<file path="src/rtl/arp_tx_engine_pkg.sv">
`default_nettype none
// +--------------------------------------------------------------------+
// | Module   : arp_tx_engine_pkg                                       |
// | Purpose  : Shared ARP/Ethernet constants, FSM types and byte-pick   |
// |            helpers for the ARP transmit path.                      |
// | Revision : 1.0  initial release                                    |
// +--------------------------------------------------------------------+
`ifndef SocketInUDPGP
`define SocketInUDPGP 4'd3
`endif

package arp_tx_engine_pkg;

  // Ethernet / ARP field values
  localparam logic [15:0] ARP_ETHERTYPE  = 16'h0806;
  localparam logic [15:0] ARP_HTYPE_ETH  = 16'h0001;
  localparam logic [15:0] ARP_PTYPE_IPV4 = 16'h0800;
  localparam logic [7:0]  ARP_HLEN       = 8'h06;
  localparam logic [7:0]  ARP_PLEN       = 8'h04;
  localparam logic [15:0] ARP_OP_REQ     = 16'h0001;
  localparam logic [15:0] ARP_OP_REP     = 16'h0002;

  // Frame is header + ARP body + zero pad, no FCS
  localparam int          ARP_FRAME_LEN  = 60;
  localparam logic [5:0]  ARP_LAST_IDX   = 6'(ARP_FRAME_LEN - 1);

  // Socket mode in which the destination is multicast and never resolved
  localparam logic [3:0]  SOCKET_IN_UDPGP = `SocketInUDPGP;

  typedef enum logic [1:0] {
    ST_IDLE = 2'd0,
    ST_ARB  = 2'd1,
    ST_SEND = 2'd2,
    ST_GAP  = 2'd3
  } arp_state_e;

  typedef enum logic {
    KIND_REQ = 1'b0,
    KIND_REP = 1'b1
  } arp_kind_e;

  // Everything the byte mux needs, frozen at frame selection time
  typedef struct packed {
    arp_kind_e   kind;
    logic [47:0] local_mac;
    logic [31:0] local_ip;
    logic [47:0] peer_mac;   // requester MAC for replies, unused for requests
    logic [31:0] peer_ip;    // TPA: requester IP or address being resolved
  } arp_frame_t;

  // Byte idx (0 = MSB) of a 48-bit MAC
  function automatic logic [7:0] mac_byte(input logic [47:0] mac, input logic [5:0] idx);
    return 8'((mac << {idx, 3'b000}) >> 40);
  endfunction

  // Byte idx (0 = MSB) of a 32-bit IPv4 address
  function automatic logic [7:0] ip_byte(input logic [31:0] ip, input logic [5:0] idx);
    return 8'((ip << {idx, 3'b000}) >> 24);
  endfunction

endpackage
`default_nettype wire

</file>
<file path="src/rtl/arp_frame_mux.sv">
`default_nettype none
// +--------------------------------------------------------------------+
// | Module   : arp_frame_mux                                           |
// | Purpose  : Combinational byte selector for the 60-byte ARP frame,   |
// |            indexed by the transmit byte counter.                   |
// | Revision : 1.0  initial release                                    |
// +--------------------------------------------------------------------+
module arp_frame_mux
  import arp_tx_engine_pkg::*;
(
  input  logic        is_rep,
  input  logic [47:0] local_mac,
  input  logic [31:0] local_ip,
  input  logic [47:0] peer_mac,
  input  logic [31:0] peer_ip,
  input  logic [5:0]  cnt,
  output logic [7:0]  data
);

  // Map byte index to frame field; request and reply differ in dst MAC, OPER and THA
  always_comb begin
    data = 8'h00;
    case (cnt) inside
      [6'd0:6'd5]:   data = is_rep ? mac_byte(peer_mac, cnt) : 8'hFF;
      [6'd6:6'd11]:  data = mac_byte(local_mac, cnt - 6'd6);
      6'd12:         data = ARP_ETHERTYPE[15:8];
      6'd13:         data = ARP_ETHERTYPE[7:0];
      6'd14:         data = ARP_HTYPE_ETH[15:8];
      6'd15:         data = ARP_HTYPE_ETH[7:0];
      6'd16:         data = ARP_PTYPE_IPV4[15:8];
      6'd17:         data = ARP_PTYPE_IPV4[7:0];
      6'd18:         data = ARP_HLEN;
      6'd19:         data = ARP_PLEN;
      6'd20:         data = is_rep ? ARP_OP_REP[15:8] : ARP_OP_REQ[15:8];
      6'd21:         data = is_rep ? ARP_OP_REP[7:0] : ARP_OP_REQ[7:0];
      [6'd22:6'd27]: data = mac_byte(local_mac, cnt - 6'd22);
      [6'd28:6'd31]: data = ip_byte(local_ip, cnt - 6'd28);
      [6'd32:6'd37]: data = is_rep ? mac_byte(peer_mac, cnt - 6'd32) : 8'h00;
      [6'd38:6'd41]: data = ip_byte(peer_ip, cnt - 6'd38);
      default:       data = 8'h00;
    endcase
  end

endmodule
`default_nettype wire

</file>
<file path="src/rtl/arp_tx_engine.sv">
`default_nettype none
// +--------------------------------------------------------------------+
// | Module   : arp_tx_engine                                           |
// | Purpose  : ARP frame transmitter. Answers ARP requests for our IP   |
// |            and periodically asks for SetDataDstIP while unresolved, |
// |            streaming 60-byte frames to the MAC TX arbiter.         |
// | Revision : 1.0  initial release                                    |
// +--------------------------------------------------------------------+
module arp_tx_engine
  import arp_tx_engine_pkg::*;
#(
  parameter int REQ_PERIOD = 125_000_000,
  parameter int TIMER_W    = 27
)(
  input  logic        clk,
  input  logic        rst,
  input  logic [47:0] SetLocalMAC,
  input  logic [31:0] SetLocalIP,
  input  logic [31:0] SetDataDstIP,
  input  logic [3:0]  SetWorkProtocol,
  input  logic        ARPReqReced,
  input  logic [47:0] RecSrcMacAddr,
  input  logic [31:0] RecSrcIP,
  input  logic        DstMacAddrRdy,
  output logic        ArpTxReq,
  input  logic        ArpTxGrant,
  output logic [7:0]  ArpTxData,
  output logic        ArpTxValid,
  output logic        ArpTxSof,
  output logic        ArpTxEof,
  input  logic        ArpTxReady
);

  localparam logic [TIMER_W-1:0] TIMER_LAST = TIMER_W'(REQ_PERIOD - 1);

  // FSM and frame registers
  arp_state_e   state_q, state_d;
  logic         req_q, req_d;
  logic         valid_q, valid_d;
  logic [5:0]   cnt_q, cnt_d;
  arp_frame_t   frame_q, frame_d;

  // Pending work, reply capture and request timer
  logic         rep_pend_q, rep_pend_d;
  logic         req_pend_q, req_pend_d;
  logic [47:0]  rep_mac_q, rep_mac_d;
  logic [31:0]  rep_ip_q, rep_ip_d;
  logic [TIMER_W-1:0] timer_q, timer_d;
  logic [31:0]  dst_ip_prev_q, dst_ip_prev_d;

  logic         hold_off;
  logic         timer_wrap;
  logic         dst_change;
  logic         take_rep;
  logic         take_req;
  logic [7:0]   mux_data;

  // Requests are pointless once the MAC is known or in multicast mode
  assign hold_off   = DstMacAddrRdy | (SetWorkProtocol == SOCKET_IN_UDPGP);
  assign timer_wrap = !hold_off && (timer_q == TIMER_LAST);
  assign dst_change = !hold_off && (SetDataDstIP != dst_ip_prev_q);

  // IDLE picks a frame; a pending reply always goes first
  assign take_rep = (state_q == ST_IDLE) && rep_pend_q;
  assign take_req = (state_q == ST_IDLE) && !rep_pend_q && req_pend_q;

  // Pend flags and timer: a set in the same cycle as a clear wins
  always_comb begin
    timer_d       = hold_off ? '0 : (timer_wrap ? '0 : timer_q + 1'b1);
    dst_ip_prev_d = SetDataDstIP;
    rep_mac_d     = ARPReqReced ? RecSrcMacAddr : rep_mac_q;
    rep_ip_d      = ARPReqReced ? RecSrcIP : rep_ip_q;

    rep_pend_d = rep_pend_q;
    if (take_rep)    rep_pend_d = 1'b0;
    if (ARPReqReced) rep_pend_d = 1'b1;

    req_pend_d = req_pend_q;
    if (take_req || hold_off)      req_pend_d = 1'b0;
    if (timer_wrap || dst_change)  req_pend_d = 1'b1;
  end

  // Next-state logic for IDLE -> ARB -> SEND -> GAP -> IDLE
  always_comb begin
    state_d = state_q;
    req_d   = req_q;
    valid_d = valid_q;
    cnt_d   = cnt_q;
    frame_d = frame_q;
    case (state_q)
      ST_IDLE: begin
        if (rep_pend_q || req_pend_q) begin
          state_d           = ST_ARB;
          req_d             = 1'b1;
          frame_d.kind      = rep_pend_q ? KIND_REP : KIND_REQ;
          frame_d.local_mac = SetLocalMAC;
          frame_d.local_ip  = SetLocalIP;
          frame_d.peer_mac  = rep_pend_q ? rep_mac_q : 48'h0;
          frame_d.peer_ip   = rep_pend_q ? rep_ip_q : SetDataDstIP;
        end
      end
      ST_ARB: begin
        if (ArpTxGrant) begin
          state_d = ST_SEND;
          valid_d = 1'b1;
          cnt_d   = 6'd0;
        end
      end
      ST_SEND: begin
        if (valid_q && ArpTxReady) begin
          if (cnt_q == ARP_LAST_IDX) begin
            state_d = ST_GAP;
            valid_d = 1'b0;
            req_d   = 1'b0;
            cnt_d   = 6'd0;
          end else begin
            cnt_d = cnt_q + 6'd1;
          end
        end
      end
      ST_GAP: begin
        state_d = ST_IDLE;
      end
      default: begin
        state_d = ST_IDLE;
        req_d   = 1'b0;
        valid_d = 1'b0;
        cnt_d   = 6'd0;
      end
    endcase
  end

  // FSM, output and snapshot registers; reset aborts any frame in flight
  always_ff @(posedge clk) begin
    if (!rst) begin
      state_q <= ST_IDLE;
      req_q   <= 1'b0;
      valid_q <= 1'b0;
      cnt_q   <= 6'd0;
      frame_q <= '0;
    end else begin
      state_q <= state_d;
      req_q   <= req_d;
      valid_q <= valid_d;
      cnt_q   <= cnt_d;
      frame_q <= frame_d;
    end
  end

  // Pend/timer registers; a request is owed straight out of reset
  always_ff @(posedge clk) begin
    if (!rst) begin
      rep_pend_q    <= 1'b0;
      req_pend_q    <= 1'b1;
      rep_mac_q     <= 48'h0;
      rep_ip_q      <= 32'h0;
      timer_q       <= '0;
      dst_ip_prev_q <= SetDataDstIP;
    end else begin
      rep_pend_q    <= rep_pend_d;
      req_pend_q    <= req_pend_d;
      rep_mac_q     <= rep_mac_d;
      rep_ip_q      <= rep_ip_d;
      timer_q       <= timer_d;
      dst_ip_prev_q <= dst_ip_prev_d;
    end
  end

  arp_frame_mux u_frame_mux (
    .is_rep    (frame_q.kind == KIND_REP),
    .local_mac (frame_q.local_mac),
    .local_ip  (frame_q.local_ip),
    .peer_mac  (frame_q.peer_mac),
    .peer_ip   (frame_q.peer_ip),
    .cnt       (cnt_q),
    .data      (mux_data)
  );

  assign ArpTxReq   = req_q;
  assign ArpTxValid = valid_q;
  assign ArpTxData  = valid_q ? mux_data : 8'h00;
  assign ArpTxSof   = valid_q && (cnt_q == 6'd0);
  assign ArpTxEof   = valid_q && (cnt_q == ARP_LAST_IDX);

endmodule
`default_nettype wire

</file>
<file path="config.mk">
export PLATFORM = sky130hd
export DESIGN_NAME = arp_tx_engine
export DESIGN_NICKNAME = d
export VERILOG_FILES = /design/src/rtl/arp_tx_engine_pkg.sv /design/src/rtl/arp_frame_mux.sv /design/src/rtl/arp_tx_engine.sv
export SDC_FILE = /design/constraint.sdc
export NUM_CORES = 1
export LEC_CHECK = 0
export ABC_AREA = 1
export BUFFER_PORTS_ARGS = -buffer_cell sky130_fd_sc_hd__buf_2
export CAP_MARGIN = 5
export CORE_UTILIZATION = 25
export DETAILED_ROUTE_END_ITERATION = 12
export SLEW_MARGIN = 20
export SYNTH_ARGS = -nofsm -noshare
export SYNTH_HDL_FRONTEND = slang
export SYNTH_SLANG_ARGS = --single-unit
</file>
<file path="constraint.sdc">
create_clock -name clk -period 3.8 [get_ports clk]
set_input_delay 1.14 -clock clk [delete_from_list [all_inputs] [get_ports clk]]
set_output_delay 1.14 -clock clk [all_outputs]
set_load 0.01 [all_outputs]
</file>
==> impl_results.md <==
* Final period util at 103.6%
* Setup CP Type: reg -> out
* Async set or reset register ratio after synthesis at 0%
* Post-route cell area at approximately 18000 µm²
* Via count at 13680
* Critical Path Fanout Max at 4
* Max VDD drop at 0.4731 mV
* Hold depth at 1
* First-pass iteration count of the detailed router at 5
* Slew headroom at 48.51%
* Skew final at about 0.025 ns
* NumNets Final at 2398
* TritonCTS clock tree: yes
* CP Capture Type: output pin
* Hold Path Class: reg -> reg
* Largest net degree at the start of global routing at approximately 190
* DP Worst Slack at between 0.07 and 0.08 ns
* Crit-path cells: buf_6, ha_4, nor2_4, nand2_2, nand2_2, nand3_2, nor2_4, and2_4, nand2_1, a211oi_1, o31ai_1, a21oi_1, buf_2
* Leakage at around 7.5 nW
* Predominant post-synthesis flop cell: dfxtp_1
* Worst R2R Setup Slack at 1.28 ns
* Post-DP HPWL at ~32000 µm
* Row cnt at 86
* Worst Setup Start Kind: flop
* Number of DRC markers in iteration 0 at 922
* First-pass GRT wire length at slightly above 70000 µm
* Worst EP required at between 2 and 3 ns
* Worst Tran Pin Value at around 0.77 ns
* Unrepaired setup endpoints after global routing: true
* Final Power at around 11 mW
* H-tree Lvls at 2
* Io pins at 214
* Crit-path max cell delay at approximately 0.37 ns
* Synth cell types at 57
* Placed insts at between 2000 and 3000
* Worst Path Buf+Inv at 2
* Buffers on Ports at 213
* Remaining DRCs at 0
* #FFs+latches synth at ~310
* Area growth syn-to-layout at 25.72%
* Final Non-Filler Cells at between 2000 and 3000
* Worst-Skew Late Latency at about 0.56 ns
* Cells after Synth at between 2000 and 2500
* Post-CTS Hold Buffers at 0
* Metal2 WL at about 21000 µm
* Syn_nets at between 2000 and 2500
* Critical path startpoint: cnt_q[1]
* Violated checks: negative setup slack
* Share of cells above drive strength 1 at between 10% and 20%
* Worst EP arrival at 2.80 ns
* Total clock sinks at 312
* Crit path max-delay cell type: dfxtp_4
* Hold worst-path end: timer_q[0]
* Synth area leaders: dfxtp_1 (44%), nor2_1 (13%), o21ai_0 (9.2%), a21oi_1 (6.1%), nand2_1 (5.3%)
* Top delay family on crit path: simple AND/OR/NAND/NOR gates
* Final WS setup at -0.1352 ns
* Clk slew on worst S/H paths at roughly 0.06 ns
* Root Driver: clkbuf_16
* PD cells at between 600 and 700 nW/µm²
* Minimum clock period at about 3.9 ns
* Ys Warns at 0
* R2R depth at 5
* Placed Instance Area at around 16000 µm²
* Final Hold Viols at 0
* Antenna Nets Post-Route at 0
* Setup violators final at 8
* Leading area contributor after synthesis: dfxtp_1
* Syn_area_per_cell at 7.056 µm²
* Die Ht at about 240 µm
* End of the worst register-to-register path: frame_q[14]
* Hold Startpoint: timer_q[0]
* Die footprint at around 58000 µm²
* Synth top area share at between 40 and 50%
* FMAX at roughly 0.25 GHz
* Antenna violations before repair at 4
* CTS Buffer Depth at 3
* Die width at ~240 µm
* Mapped cell area at around 14000 µm²
* All-Layer GR Usage at between 10% and 20%
* Seq/Total Area, Yosys at 44.17%
* Reg2reg start: rep_pend_q
* Wl on met1 at approximately 22000 µm
* Maxcap violations at 0
* Post-synth EDFFs at 0
* Max Slew Vio Count at 0
* Core area at 55520 µm²
* WL per Instance at 15.60 µm
* Final wirelength at 46170 µm
* Total grt overflow at 0
* Outcome: finished with violations
* Top sig layer: met4
* Initial core utilization at between 20% and 30%
* Routed met3 length at approximately 2600 µm
* Filler cell count at 6127
* Vias in the first global route at about 13000
* CTS Buf Count at 37
* RePlAce Congestion at 0.9473
* Via/cell ratio at 4.620
-- flip-flops by register name, summed over array words and instances, names as in the netlist --
register	flops
req_pend_q	1
ArpTxValid	1
state_q	2
cnt_q	6
rep_mac_q	48
timer_q	27
frame_q	161
rep_ip_q	32
dst_ip_prev_q	32
rep_pend_q	1
ArpTxReq	1
-- report_power, final --
group          switching, mW  total (mW)  internal, mW  leakage [nW]
clock                   1.48        3.80          2.32         0.626
sequential             0.325        4.17          3.84          2.58
combinational           2.28        3.38          1.10          4.27
total                   4.08        11.3          7.26          7.48
-- stage by stage --
stage	hold slack (ns)	utilization [%]	TNS, ns
finish	0.4545	32.02	-0.7015
global route	0.4794	32.02	-2.166
CTS	0.4556	31.61	-1.117
detailed placement	0.4440	28.84	0
global placement	0.4316	28.84	0
floorplan	0.4173	-	0
-- cells by family after synthesis --
logic type	Yosys count	share of synthesized area, %
XOR/XNOR	29	1.796
adder cells (fa/ha/maj)	15	1.327
multiplexers	1	0.07079
AND/OR/NAND/NOR	895	26.89
flip-flops	312	44.17
buffers and inverters	254	7.043
AO/OA/AOI/OAI	498	18.70
-- cells in the final DEF (no fill, tap or decap), drive strengths merged, types with 4 or more instances in the layout --
cell,netlist,layout
xor2,16,16
clkbuf,102,52
nor4,7,7
o211ai,7,7
nor3,19,19
o22ai,20,20
buf,26,264
o21ai,268,268
dfxtp,312,312
xnor2,13,13
nand4,19,19
a21oi,172,172
nand2,206,206
inv,126,128
or2,14,14
nand3,92,92
nor2,518,518
bufinv,0,6
a211oi,5,5
diode,0,4
nor3b,9,9
o311ai,4,4
ha,15,15
clkinv,0,5
-- synth_stat cells, types with 15 or more instances --
master,n
a21oi_1,171
buf_2,18
clkbuf_1,101
dfxtp_1,312
ha_1,15
inv_1,112
nand2_1,200
nand3_1,91
nand4_1,18
nor2_1,507
nor3_1,15
o21ai_0,261
o22ai_1,19
xor2_1,16
-- final cells by class --
class	count	area (µm²)	share of cell area (%)
Multi-Input combinational cell	1438	7157	40.26
Timing Repair Buffer	266	1619	9.107
Antenna cell	4	10.01	0.05630
Inverter	126	494.2	2.780
Clock inverter	16	272.8	1.534
Tap cell	748	935.9	5.264
Sequential cell	312	6265	35.24
Clock buffer	50	1025	5.764
-- routing by layer --
| metal | up-vias | track usage (%) |
|---|---|---|
| li1 | 6960 | - |
| met4 | 0 | 5.462 |
| met2 | 355 | 25.00 |
| met1 | 6303 | 21.17 |
| met3 | 57 | 2.651 |
| met5 | - | 0 |
-- worst max path at each step --
| stage | end | slack (ns) | depth (start not counted) |
|---|---|---|---|
| finish | ArpTxData[7] | -0.14 | 13 |
| global route | ArpTxData[1] | -0.31 | 20 |
| CTS | ArpTxData[2] | -0.19 | 18 |
| detailed placement | ArpTxData[0] | 0.08 | 18 |
| global placement | ArpTxData[0] | 0.10 | 18 |
| floorplan | ArpTxData[2] | 0.06 | 15 |
-- what timing repair did --
| item | 4_1_cts | 5_1_grt |
|---|---|---|
| setup endpoints to repair | 8 | 8 |
| pin swaps | 25 | 23 |
| cloned | 0 | 2 |
| setup buffers | 7 | 5 |
| gates resized for setup | 52 | 32 |
(Power assumes the default switching activity.)
